<file path="src/rtl/alu_seq_exec.sv">
// Execute-stage ALU: logic/add/compare in one cycle, shifts iterate one bit per cycle.
// Latency: 1 cycle for non-shift ops and zero-amount shifts, 1+shamt cycles for shifts.
// Backpressure: in_ready drops while shifting or while a result waits for out_ready.
module alu_seq_exec #(
  parameter int WIDTH = 32
) (
  input  logic             clk,
  input  logic             reset,
  input  logic             in_valid,
  output logic             in_ready,
  input  logic [3:0]       Operation,
  input  logic [WIDTH-1:0] SrcA,
  input  logic [WIDTH-1:0] SrcB,
  output logic             out_valid,
  input  logic             out_ready,
  output logic [WIDTH-1:0] ALUResult,
  output logic             Zero
);

  localparam int SW = $clog2(WIDTH);
  localparam logic [SW-1:0] CNT_ONE = SW'(1);

  typedef enum logic [1:0] {IDLE, SHIFT, DONE} state_t;

  state_t           state, state_nxt;
  logic [WIDTH-1:0] shreg, shnext, op_res, result;
  logic [SW-1:0]    cnt, shamt;
  logic [1:0]       kind;
  logic             is_shift, start_shift, accept;

  assign shamt       = SrcB[SW-1:0];
  assign is_shift    = (Operation == 4'b0100) || (Operation == 4'b0101) ||
                       (Operation == 4'b0111);
  assign start_shift = is_shift && (shamt != '0);

  // A new op can enter when idle, or when the held result leaves this same cycle.
  assign in_ready  = (state == IDLE) || ((state == DONE) && out_ready);
  assign accept    = in_valid && in_ready;
  assign out_valid = (state == DONE);
  assign ALUResult = result;
  assign Zero      = out_valid && (result == '0);

  // Single-cycle result; a zero-amount shift passes SrcA through unchanged.
  always_comb begin
    op_res = '0;
    case (Operation)
      4'b0000: op_res = SrcA & SrcB;
      4'b0001: op_res = SrcA | SrcB;
      4'b0010: op_res = SrcA + SrcB;
      4'b0011: op_res = SrcA ^ SrcB;
      4'b0100, 4'b0101, 4'b0111: op_res = SrcA;
      4'b1000: op_res[0] = (SrcA == SrcB);
      4'b1100: op_res[0] = ($signed(SrcA) < $signed(SrcB));
      default: op_res = '0;
    endcase
  end

  // One-bit step of the iterative shifter; kind holds Operation[1:0] of the shift.
  always_comb begin
    shnext = '0;
    case (kind)
      2'b00:   shnext = {shreg[WIDTH-2:0], 1'b0};
      2'b01:   shnext = {1'b0, shreg[WIDTH-1:1]};
      default: shnext = {shreg[WIDTH-1], shreg[WIDTH-1:1]};
    endcase
  end

  // State register.
  always_ff @(posedge clk) begin
    if (reset) state <= IDLE;
    else       state <= state_nxt;
  end

  // Next-state: an accepted op picks SHIFT or DONE the same way from IDLE or DONE.
  always_comb begin
    state_nxt = state;
    case (state)
      IDLE: begin
        if (in_valid) state_nxt = start_shift ? SHIFT : DONE;
      end
      SHIFT: begin
        if (cnt == CNT_ONE) state_nxt = DONE;
      end
      DONE: begin
        if (out_ready) begin
          if (in_valid) state_nxt = start_shift ? SHIFT : DONE;
          else          state_nxt = IDLE;
        end
      end
      default: state_nxt = IDLE;
    endcase
  end

  // Datapath: capture operands on accept, step the shifter, write the result.
  always_ff @(posedge clk) begin
    if (reset) begin
      shreg  <= '0;
      cnt    <= '0;
      kind   <= '0;
      result <= '0;
    end else if (accept) begin
      if (start_shift) begin
        shreg <= SrcA;
        cnt   <= shamt;
        kind  <= Operation[1:0];
      end else begin
        result <= op_res;
      end
    end else if (state == SHIFT) begin
      shreg <= shnext;
      cnt   <= cnt - CNT_ONE;
      if (cnt == CNT_ONE) result <= shnext;
    end
  end

endmodule

</file>
<file path="config.mk">
export PLATFORM = sky130hd
export DESIGN_NAME = alu_seq_exec
export DESIGN_NICKNAME = d
export VERILOG_FILES = /design/src/rtl/alu_seq_exec.sv
export SDC_FILE = /design/constraint.sdc
export NUM_CORES = 1
export LEC_CHECK = 0
export BUFFER_PORTS_ARGS = -buffer_cell sky130_fd_sc_hd__buf_2
export CAP_MARGIN = 20
export CELL_PAD_IN_SITES_DETAIL_PLACEMENT = 0
export CELL_PAD_IN_SITES_GLOBAL_PLACEMENT = 2
export CORE_MARGIN = 2
export CORE_UTILIZATION = 33
export CTS_CLUSTER_DIAMETER = 40
export DETAILED_ROUTE_END_ITERATION = 16
export GPL_TIMING_DRIVEN = 0
export PLACE_DENSITY_LB_ADDON = 0.25
export RECOVER_POWER = 50
export SYNTH_ARGS = -nofsm -noshare
export SYNTH_HDL_FRONTEND = slang
export SYNTH_SLANG_ARGS = --single-unit
</file>
<file path="constraint.sdc">
create_clock -name clk -period 2.9 [get_ports clk]
set_input_delay 0.29 -clock clk [delete_from_list [all_inputs] [get_ports clk]]
set_output_delay 0.29 -clock clk [all_outputs]
set_load 0.005 [all_outputs]
</file>
==> summary.md, run 1 <==
| Metric | Value |
|---|---|
| Outcome | complete, no violations |
| Share of cells above drive strength 1 | 14.1% |
| Synth area leader | dfxtp_1 |
| Top_reg_cell synth | dfxtp_1 |
| Antenna cell count | 0 |
| DRC | 0 |
| Finished Cell Area | 8980 sq um |
| Peak supply drop | 310 uV |
| Area delta synth->final | 18.9% |
| Max H-tree Level | 3 |
| Worst Tran Pin Value | 1.12 ns |
| Buffers on Ports | 106 |
| Library cells used by synthesis | 65 |
| Most instantiated cells after synthesis | nor2_1 (148), a21oi_1 (137), ha_1 (98), inv_1 (89), o21ai_0 (86) |
| Hold_buf cts | 0 |
| Area of the core | 22600 sq um |
| CTS sink cnt | 73 |
| Initial antenna violation count | 0 |
| Syn nets | 1257 |
| Pleak | 0.00376 uW |
| Data required, critical path | 3.09 ns |
| WL/cell | 23.9 um |
| RD Place Congestion | 0.907 |
| Die area | 24100 sq um |
| Number of global-route vias before repair | 8146 |
| Sw Pwr | 1450 uW |
| Reg2Reg Depth | 8 |
| CP arrival | 3.04 ns |
| Max Slew Vio Count | 0 |
| Synth Instances | 1086 |
| DR vias/cell | 5.87 |
| Reg clk slew, reported paths | 0.06 ns |
| Hold Path Stages | 4 |
| Longest Clk Path Bufs | 2 |
| Sequential share of the synthesized area | 19.3% |
| Cell Area, Synth | 7550 sq um |
| Final wirelength | 36000 um |
| Reg2reg end | ALUResult[12] |
| Placed cell area | 8440 sq um |
| Comb pwr share | 37.2% |
| Met3 wire length | 2770 um |
| FF-to-FF Start | cnt[0] |
| Layout Cells excl Fill | 1502 |
| Tcrit/Tclk final | 98.1% |
| Gr usage total | 29.3% |
| Count leader, synth | nor2_1 |
| Total grt overflow | 0 |
| Worst slew margin | 25.6% |
| Die height | 155 um |
| M1 WL | 16400 um |
| Num CTS Buffers | 9 |
| CP max FO | 7 |
| Worst setup EP type | register |
| Ranking of synthesized cells by area | dfxtp_1 (19%), ha_1 (16%), a21oi_1 (9.1%) |
| Largest net degree at the start of global routing | 13 |
| Worst Skew | 0.00664 ns |
| EDFF count, synth | 0 |
| Yosys warns | 0 |
| Met2 routed WL | 15500 um |
| Worst-skew pair later-pin latency | 0.35 ns |
| Initial Util | 33.5% |
| Seq pwr share | 31.4% |
| Drt pass-1 iters | 5 |
| Rows | 55 |
| Layout fillers | 2486 |
| Top Metal Used | met4 |
| Die X | 155 um |
| Async S/R FF share, synth | 0% |
| Global-route wire length before repair | 52400 um |
| Count of final setup violators | 0 |
| CTS tree | done |
| Yosys top cell area share | 19.3% |
| Clock power frac | 31.4% |
| RSZ-0062 raised after global routing | yes |
| Hold Fails Final Rpt | 0 |
| Tmin final | 2.84 ns |
| Flop2flop setup slack | 0.16 ns |
| HP Class | in2reg |
| Slack of the critical path | 0.0550 ns |
| Vias post-DR | 8821 |
| Placed cell count | 1477 |
| FMAX | 351 MHz |
| Setup WS pre-CTS | -0.851 ns |
| Max_cap viols | 0 |
| Post-route ant nets | 0 |
| Average size of a mapped cell | 6.96 sq um |
| #FFs+latches synth | 73 |
| Root buf cell | clkbuf_16 |
| WS Path Type | in2reg |
| Sw Share | 39.9% |
| Pwr per Cell Area | 405 nW/um^2 |
| CP Launch Type | input port |
| Hold Path Sink | state[1] |
| HPWL Detailed | 27300 um |
| Layout Nets | 1383 |
| Final core utilization | 39.8% |
| Setup TNS | 0 ns |
| # IOs | 107 |
| DR iter-0 viols | 805 |
| Total internal power | 2180 uW |
| Hold wc startpoint | out_ready |
==> power groups by stage <==
stage                     Clock [uW]  Combinational, uW  Sequential [uW]
final                           1140               1350             1140
after global routing            1190               1460             1150
after CTS                       1150               1280             1140
after detailed placement           0               1270             1160
after global placement             0               1270             1160
after floorplan                    0                762             1140
==> through the flow <==
step	total power [uW]	hold slack, ns
after floorplan	1900	0.441
after global placement	2430	0.456
after detailed placement	2430	0.458
after CTS	3570	0.223
after global routing	3800	0.257
final	3630	0.235
==> kinds of logic after synthesis <==
family	synth area share, %
flip-flops	19.3
AO/OA/AOI/OAI	32.0
adder cells (fa/ha/maj)	16.5
AND/OR/NAND/NOR	19.6
XOR/XNOR	2.20
multiplexers	1.59
buffers and inverters	8.75
==> area by class of cell <==
cell class	instances	area, sq um	area share, %
Multi-Input combinational cell	843	5600	62.3
Sequential cell	73	1460	16.3
Timing Repair Buffer	118	614	6.84
Tap cell	285	357	3.97
Inverter	90	338	3.76
Buffer	77	324	3.61
Clock buffer	11	233	2.59
Clock inverter	5	56.3	0.627
==> per-layer routing <==
layer | global-route usage, % | up-vias
met5 | 0 | -
met4 | 11.1 | 0
met3 | 5.04 | 79
met2 | 44.3 | 387
met1 | 41.6 | 4244
li1 | - | 4111
==> state kept, by name, indices dropped and copies added, names as in the netlist <==
register   cells
ALUResult     32
shreg         32
cnt            5
kind           2
state          2
==> worst max path at each step <==
stage / cells past startpoint / end / from / slack, ns
4_1_cts: 13 / ALUResult[31] / SrcA[1] / -0.05
5_1_grt: 14 / ALUResult[21] / SrcA[6] / -0.04
2_1_floorplan: 12 / ALUResult[20] / SrcA[0] / 0.19
3_5_place_dp: 13 / ALUResult[20] / SrcA[0] / -0.85
3_3_place_gp: 13 / ALUResult[28] / SrcA[0] / -0.87
6_report: 14 / ALUResult[21] / SrcA[7] / 0.06
==> worst max-delay path, cell delays in order <==
cell and delay (ns):
clkbuf_4 0.18, inv_1 0.06, ha_1 0.27, buf_2 0.17, nand2_2 0.12, o21ai_2 0.10, or4b_4 0.51, o211ai_4 0.25
a211oi_4 0.09, buf_6 0.15, o31ai_2 0.24, xnor2_1 0.12, a2111oi_2 0.40, nor4_1 0.09
==> what timing repair did <==
action,in CTS,in global routing
resized for setup,10,62
pin swaps,3,20
setup buffers,4,8
endpoints found under the setup margin,41,46
==> cell usage in the layout, fill, tap and decap left out, types with 10 or more instances in the layout <==
master	synthesis	final
buf_2	10	87
dfxtp_1	73	73
nor3_1	32	31
a211oi_1	24	23
a21oi_1	137	130
buf_4	0	11
nand2_1	71	69
a21o_1	12	12
o211ai_1	13	13
a22oi_1	23	23
mux2i_1	12	12
nor4_1	23	23
clkbuf_1	64	80
nand4_1	10	10
o221ai_1	18	18
o21ai_0	86	79
a221oi_1	10	10
ha_1	98	93
nand3_1	14	14
xnor2_1	13	13
nor2_1	148	148
inv_1	89	87
(Power assumes the default switching activity.)
==> run 2: changes to the inputs <==
Settings changed: ABC_AREA from default to 1, CORE_UTILIZATION 33 to 32.
==> run 2 against run 1 <==
Against the previous run: synthesized area up 6.6%; synthesized cell count increased by 21%; via count grew 4.8%; cell count increased by 18%; register-to-register slack improved by 0.24 ns; count of clock-buffer cells in the layout fell by 2; core utilization fell by 2.6 points; non-clock buffer count decreased by 40; total power increased by 7.3%; critical endpoint is now cnt[1]; largest cell class unchanged.
==> summary.md, run 2 <==
| Metric | Value |
|---|---|
| Outcome | complete, no violations (unchanged) |
| Buffers on Ports | 105 (was 106) |
| Yosys warns | 0 (unchanged) |
| Total grt overflow | 0 (unchanged) |
| Area of the core | 25000 sq um (was 22600 sq um) |
| FMAX | 400 MHz (was 351 MHz) |
| WL/cell | 20.4 um (was 23.9 um) |
| Initial antenna violation count | 0 (unchanged) |
| Worst setup EP type | register (unchanged) |
| HP Class | in2reg (unchanged) |
| CTS tree | done (unchanged) |
| Commonest non-fill, non-tap cell in the layout | nand2_1 (was nor2_1) |
| Longest Clk Path Bufs | 2 (unchanged) |
| Global-route wire length before repair | 53600 um (was 52400 um) |
| Post-route ant nets | 0 (unchanged) |
| Synth area leader | dfxtp_1 (unchanged) |
| Hold wc startpoint | reset (was out_ready) |
| Sequential share of the synthesized area | 18.1% (was 19.3%) |
| CP Launch Type | register (was input port) |
| CP max FO | 10 (was 7) |
| Hold_buf cts | 0 (unchanged) |
| Peak supply drop | 298 uV (was 310 uV) |
| Pwr per Cell Area | 420 nW/um^2 (was 405 nW/um^2) |
| Worst slew margin | 45.2% (was 25.6%) |
| DRC | 0 (unchanged) |
| Reg clk slew, reported paths | 0.06 ns (about the same) |
| Share of cells above drive strength 1 | 12.2% (was 14.1%) |
| DR iter-0 viols | 641 (was 805) |
| Hold Path Sink | shreg[11] (was state[1]) |
| Reg2reg end | cnt[1] (was ALUResult[12]) |
| DR vias/cell | 5.22 (was 5.87) |
| Max_cap viols | 0 (unchanged) |
| Layout Nets | 1605 (was 1383) |
| Worst Tran Pin Value | 0.822 ns (was 1.12 ns) |
| Hold Fails Final Rpt | 0 (unchanged) |
| RSZ-0062 raised after global routing | no (was yes) |
| Antenna cell count | 0 (unchanged) |
| Most instantiated cells after synthesis | nand2_1 (280), inv_1 (187), nor2_1 (155), a21oi_1 (109), ha_1 (98) (was nor2_1 (148), a21oi_1 (137), ha_1 (98), inv_1 (89), o21ai_0 (86)) |
| Count of final setup violators | 0 (unchanged) |
| Max H-tree Level | 3 (unchanged) |
| Flop2flop setup slack | 0.40 ns (was 0.16 ns) |
| Most frequent cells in the layout | nand2_1 (281), inv_1 (189), nor2_1 (155) (was nor2_1 (148), a21oi_1 (130), ha_1 (93)) |
| Number of global-route vias before repair | 8855 (was 8146) |
| Largest net degree at the start of global routing | 14 (was 13) |
| Gr usage total | 27.3% (was 29.3%) |
| Worst-skew pair later-pin latency | 0.34 ns (was 0.35 ns) |
| Synth Instances | 1318 (was 1086) |
| Setup TNS | 0 ns (unchanged) |
| Die height | 163 um (was 155 um) |
| Async S/R FF share, synth | 0% (unchanged) |
| Total Power | 3900 uW (was 3630 uW) |
| Reg2Reg Depth | 9 (was 8) |
| Vias post-DR | 9242 (was 8821) |
| CTS sink cnt | 73 (unchanged) |
| Final wirelength | 36000 um (about the same) |
| Count leader, synth | nand2_1 (was nor2_1) |
| Initial Util | 32.3% (was 33.5%) |
| Num CTS Buffers | 9 (unchanged) |
| Data required, critical path | 3.09 ns (about the same) |
| Die area | 26500 sq um (was 24100 sq um) |
| Max Slew Vio Count | 0 (unchanged) |
| Drt pass-1 iters | 5 (unchanged) |
| # IOs | 107 (unchanged) |
| Average size of a mapped cell | 6.11 sq um (was 6.96 sq um) |
| Tcrit/Tclk final | 86.2% (was 98.1%) |
| Hold Path Stages | 2 (was 4) |
| Syn nets | 1489 (was 1257) |
| WS Path Type | reg2reg (was in2reg) |
| Cell Area, Synth | 8050 sq um (was 7550 sq um) |
| Yosys top cell area share | 18.1% (was 19.3%) |
| HPWL Detailed | 29400 um (was 27300 um) |
| Area delta synth->final | 15.3% (was 18.9%) |
| Library cells used by synthesis | 50 (was 65) |
| Worst Skew | 0.00639 ns (was 0.00664 ns) |
| Tmin final | 2.50 ns (was 2.84 ns) |
| Top_reg_cell synth | dfxtp_1 (unchanged) |
| CP arrival | 2.69 ns (was 3.04 ns) |
| Setup bufs post-CTS | 0 (was 4) |
| Rows | 58 (was 55) |
| Ranking of synthesized cells by area | dfxtp_1 (18%), ha_1 (15%), nand2_1 (13%) (was dfxtp_1 (19%), ha_1 (16%), a21oi_1 (9.1%)) |
| Pleak | 0.00476 uW (was 0.00376 uW) |
| #FFs+latches synth | 73 (unchanged) |
| Post-CTS Resized | 0 (was 10) |
| EDFF count, synth | 0 (unchanged) |
| Layout fillers | 2859 (was 2486) |
| FF-to-FF Start | state[0] (was cnt[0]) |
| Root buf cell | clkbuf_16 (unchanged) |
| Die X | 163 um (was 155 um) |
| RD Place Congestion | 0.943 (was 0.907) |
run 2: stage by stage:
step | cells | util (%) | hold slack [ns] | worst slack [ns] | instance area, sq um
2_1_floorplan | 1318 | - | 0.368 | 1.03 | 8050
3_3_place_gp | 1753 | 36.0 | 0.440 | 0.242 | 8990
3_5_place_dp | 1753 | 36.0 | 0.462 | 0.222 | 8990
4_1_cts | 1769 | 37.4 | 0.151 | 0.577 | 9340
5_1_grt | 1769 | 37.2 | 0.165 | 0.220 | 9290
6_report | 1769 | 37.2 | 0.149 | 0.399 | 9290
run 2: cells by family (layout without fill, tap and decap cells):
kind of cell,Yosys count,in the layout,share of synthesized area (%)
XOR/XNOR,4,4,0.435
AND/OR/NAND/NOR,552,552,28.6
flip-flops,73,73,18.1
buffers and inverters,247,368,12.6
AO/OA/AOI/OAI,343,343,24.8
adder cells (fa/ha/maj),99,99,15.5
run 2: cell type report:
cell class,count,area (sq um),area share (%)
sequential,73,1460,15.7
tap,330,413,4.45
timing repair buffer,105,510,5.50
inverter,197,742,7.99
clock buffer,9,225,2.43
multi-input combinational,998,5550,59.7
buffer,50,268,2.88
clock inverter,7,119,1.28
run 2: worst max-delay path: stages (launching register included):
cell,delay (ns)
dfxtp_1,0.34
a21oi_1,0.17
nand2_1,0.16
inv_1,0.28
o211ai_1,0.40
nand2_1,0.37
inv_1,0.16
buf_6,0.18
a211oi_1,0.24
a211oi_2,0.05
run 2: power by group:
group	leakage, uW	total [uW]	switching (uW)	internal [uW]
clock network	0.000162	1300	460	840
logic	0.00400	1430	978	454
registers	0.000599	1170	73.4	1090
run 2: how the worst max path moves through the flow:
stage / from / to
6_report: state[0] / cnt[1]
5_1_grt: state[0] / cnt[1]
4_1_cts: SrcB[0] / ALUResult[20]
3_5_place_dp: SrcB[0] / ALUResult[20]
3_3_place_gp: SrcB[0] / ALUResult[20]
2_1_floorplan: SrcA[0] / ALUResult[30]
run 2: routing by layer:
metal | vias up | wire, um | global-route usage [%]
met5 | - | 0 | 0
met4 | 0 | 753 | 6.76
met3 | 45 | 2290 | 3.64
met2 | 318 | 16200 | 45.1
met1 | 4291 | 16800 | 37.5
li1 | 4588 | - | -
==> run 3: changes to the inputs <==
Clock period 2.9 ns to 2.57 ns, I/O delays scaled along.
==> run 3 against run 2 <==
Against the previous run: core utilization barely moved; critical path type unchanged; critical path depth stayed put; non-clock buffer count is the same.
==> summary.md, run 3 (synthesis results as in run 2) <==
| Metric | Value |
|---|---|
| Final wirelength | 36000 um (about the same) |
| Worst Skew | 0.00656 ns (was 0.00639 ns) |
| Finished Cell Area | 9290 sq um (about the same) |
| Placed cell area | 8990 sq um (unchanged) |
| Number of global-route vias before repair | 8855 (unchanged) |
| Root buf cell | clkbuf_16 (unchanged) |
| Sw Pwr | 1700 uW (was 1510 uW) |
| Data required, critical path | 2.80 ns (was 3.09 ns) |
| Hold_buf cts | 0 (unchanged) |
| Worst setup EP type | register (unchanged) |
| Antenna cell count | 0 (unchanged) |
| Global-route wire length before repair | 53600 um (unchanged) |
| Sw Share | 38.8% (about the same) |
| Total grt overflow | 0 (unchanged) |
| Die height | 163 um (unchanged) |
| Total Power | 4400 uW (was 3900 uW) |
| Worst Tran Pin Value | 0.890 ns (was 0.822 ns) |
| CP max-delay cell | o211ai_1 (unchanged) |
| Commonest non-fill, non-tap cell in the layout | nand2_1 (unchanged) |
| Peak supply drop | 336 uV (was 298 uV) |
| Crit-path cells | a21oi_1 -> nand2_1 -> inv_1 -> o211ai_1 -> nand2_4 -> inv_2 -> buf_2 -> a211oi_1 -> nor2_1 (was a21oi_1 -> nand2_1 -> inv_1 -> o211ai_1 -> nand2_1 -> inv_1 -> buf_6 -> a211oi_1 -> a211oi_2) |
| Reg clk slew, reported paths | 0.06 ns (about the same) |
| WS Path Type | reg2reg (unchanged) |
| Layout Nets | 1605 (unchanged) |
| FMAX | 433 MHz (was 400 MHz) |
| Longest Clk Path Bufs | 2 (unchanged) |
| Most frequent cells in the layout | nand2_1 (280), inv_1 (188), nor2_1 (155) (was nand2_1 (281), inv_1 (189), nor2_1 (155)) |
| Rows | 58 (unchanged) |
| CP arrival | 2.54 ns (was 2.69 ns) |
| RSZ-0062 raised after global routing | no (unchanged) |
| Worst-skew pair later-pin latency | 0.34 ns (about the same) |
| RD Place Congestion | 0.943 (unchanged) |
| Pleak | 0.00476 uW (about the same) |
| Outcome | complete, no violations (unchanged) |
| Area of the multi-input gates | 5550 sq um (about the same) |
| Vias post-DR | 9222 (was 9242) |
| DRC | 0 (unchanged) |
| # IOs | 107 (unchanged) |
| Max H-tree Level | 3 (unchanged) |
| CP Launch Type | register (unchanged) |
| Buffers on Ports | 105 (unchanged) |
| Die X | 163 um (unchanged) |
| Clock power frac | 33.3% (about the same) |
| HPWL Detailed | 29400 um (unchanged) |
| Layout fillers | 2857 (was 2859) |
| DR vias/cell | 5.21 (was 5.22) |
| Largest net degree at the start of global routing | 14 (unchanged) |
| Max Slew Vio Count | 0 (unchanged) |
| CTS sink cnt | 73 (unchanged) |
| Total internal power | 2690 uW (was 2390 uW) |
| Initial Util | 32.3% (unchanged) |
| Gr usage total | 27.3% (unchanged) |
| Hold Fails Final Rpt | 0 (unchanged) |
| Comb pwr share | 36.7% (about the same) |
| Max incr delay on CP | 0.43 ns (was 0.40 ns) |
| Pwr per Cell Area | 474 nW/um^2 (was 420 nW/um^2) |
| DR iter-0 viols | 617 (was 641) |
| HP Class | in2reg (unchanged) |
| Area of the core | 25000 sq um (unchanged) |
| Tmin final | 2.31 ns (was 2.50 ns) |
| Post-route ant nets | 0 (unchanged) |
| Seq pwr share | 29.9% (about the same) |
| Initial antenna violation count | 0 (unchanged) |
| Hold slack | 0.118 ns (was 0.149 ns) |
| Tcrit/Tclk final | 89.9% (was 86.2%) |
| Post-CTS Resized | 0 (unchanged) |
| CTS tree | done (unchanged) |
| Drt pass-1 iters | 4 (was 5) |
| WL/cell | 20.4 um (about the same) |
| Die area | 26500 sq um (unchanged) |
| Count of final setup violators | 0 (unchanged) |
| Num CTS Buffers | 9 (unchanged) |
| Setup bufs post-CTS | 0 (unchanged) |
| CP max FO | 10 (unchanged) |
| Worst slew margin | 40.4% (was 45.2%) |
| Area delta synth->final | 15.3% (about the same) |
| Sequential Area | 1460 sq um (unchanged) |
| Max_cap viols | 0 (unchanged) |
| Share of cells above drive strength 1 | 12.4% (was 12.2%) |
## run 3: cell counts in the layout (fill, tap and decap cells not counted)
Identical to the previous run, type by type.
## run 3: critical path, delay by kind of cell (launching register included)
kind | cells | cell delay [ns]
buf+inv | 3 | 0.57
compound gates | 3 | 0.81
flops | 1 | 0.34
simple gates | 3 | 0.47
## run 3: per-layer routing
metal | part of all wire [%] | vias to the layer above | track usage (%)
li1 | - | 4587 | -
met1 | 46 | 4267 | 37.5
met2 | 45 | 328 | 45.1
met3 | 6.6 | 40 | 3.64
met4 | 2.1 | 0 | 6.76
met5 | 0 | - | 0
## run 3: worst paths after layout
check | startpoint | endpoint | slack (ns) | cells past startpoint
setup / recovery | state[0] | shreg[20] | 0.26 | 9
hold / removal | reset | shreg[11] | 0.12 | 2
setup reg to reg | state[0] | shreg[20] | 0.26 | 9
hold reg to reg | shreg[5] | shreg[5] | 0.47 | 2
## run 3: layout make-up
class / count / share of cell area, %
plain buffers: 50 / 2.83
clock buffers: 9 / 2.42
clock inverters: 7 / 1.28
inverters: 197 / 7.99
multi-input cells: 998 / 59.8
flip-flops and latches: 73 / 15.7
well taps: 330 / 4.45
repair buffers: 105 / 5.50
## run 3: power groups by stage
| stage | Sequential (uW) | Clock, uW | Combinational, uW |
|---|---|---|---|
| 3_5_place_dp | 1340 | 0 | 1600 |
| 4_1_cts | 1310 | 1470 | 1610 |
| 3_3_place_gp | 1340 | 0 | 1610 |
| 6_report | 1320 | 1470 | 1620 |
| 2_1_floorplan | 1320 | 0 | 1000 |
| 5_1_grt | 1330 | 1510 | 1800 |
## run 3: metrics by stage
stage	utilization, %	worst slack [ns]	std cells	setup TNS [ns]
2_1_floorplan	-	0.735	1318	0
3_5_place_dp	36.0	-0.0751	1753	-0.0751
5_1_grt	37.2	0.0820	1769	0
6_report	37.2	0.259	1769	0
4_1_cts	37.4	0.280	1769	0
3_3_place_gp	36.0	-0.0551	1753	-0.0551
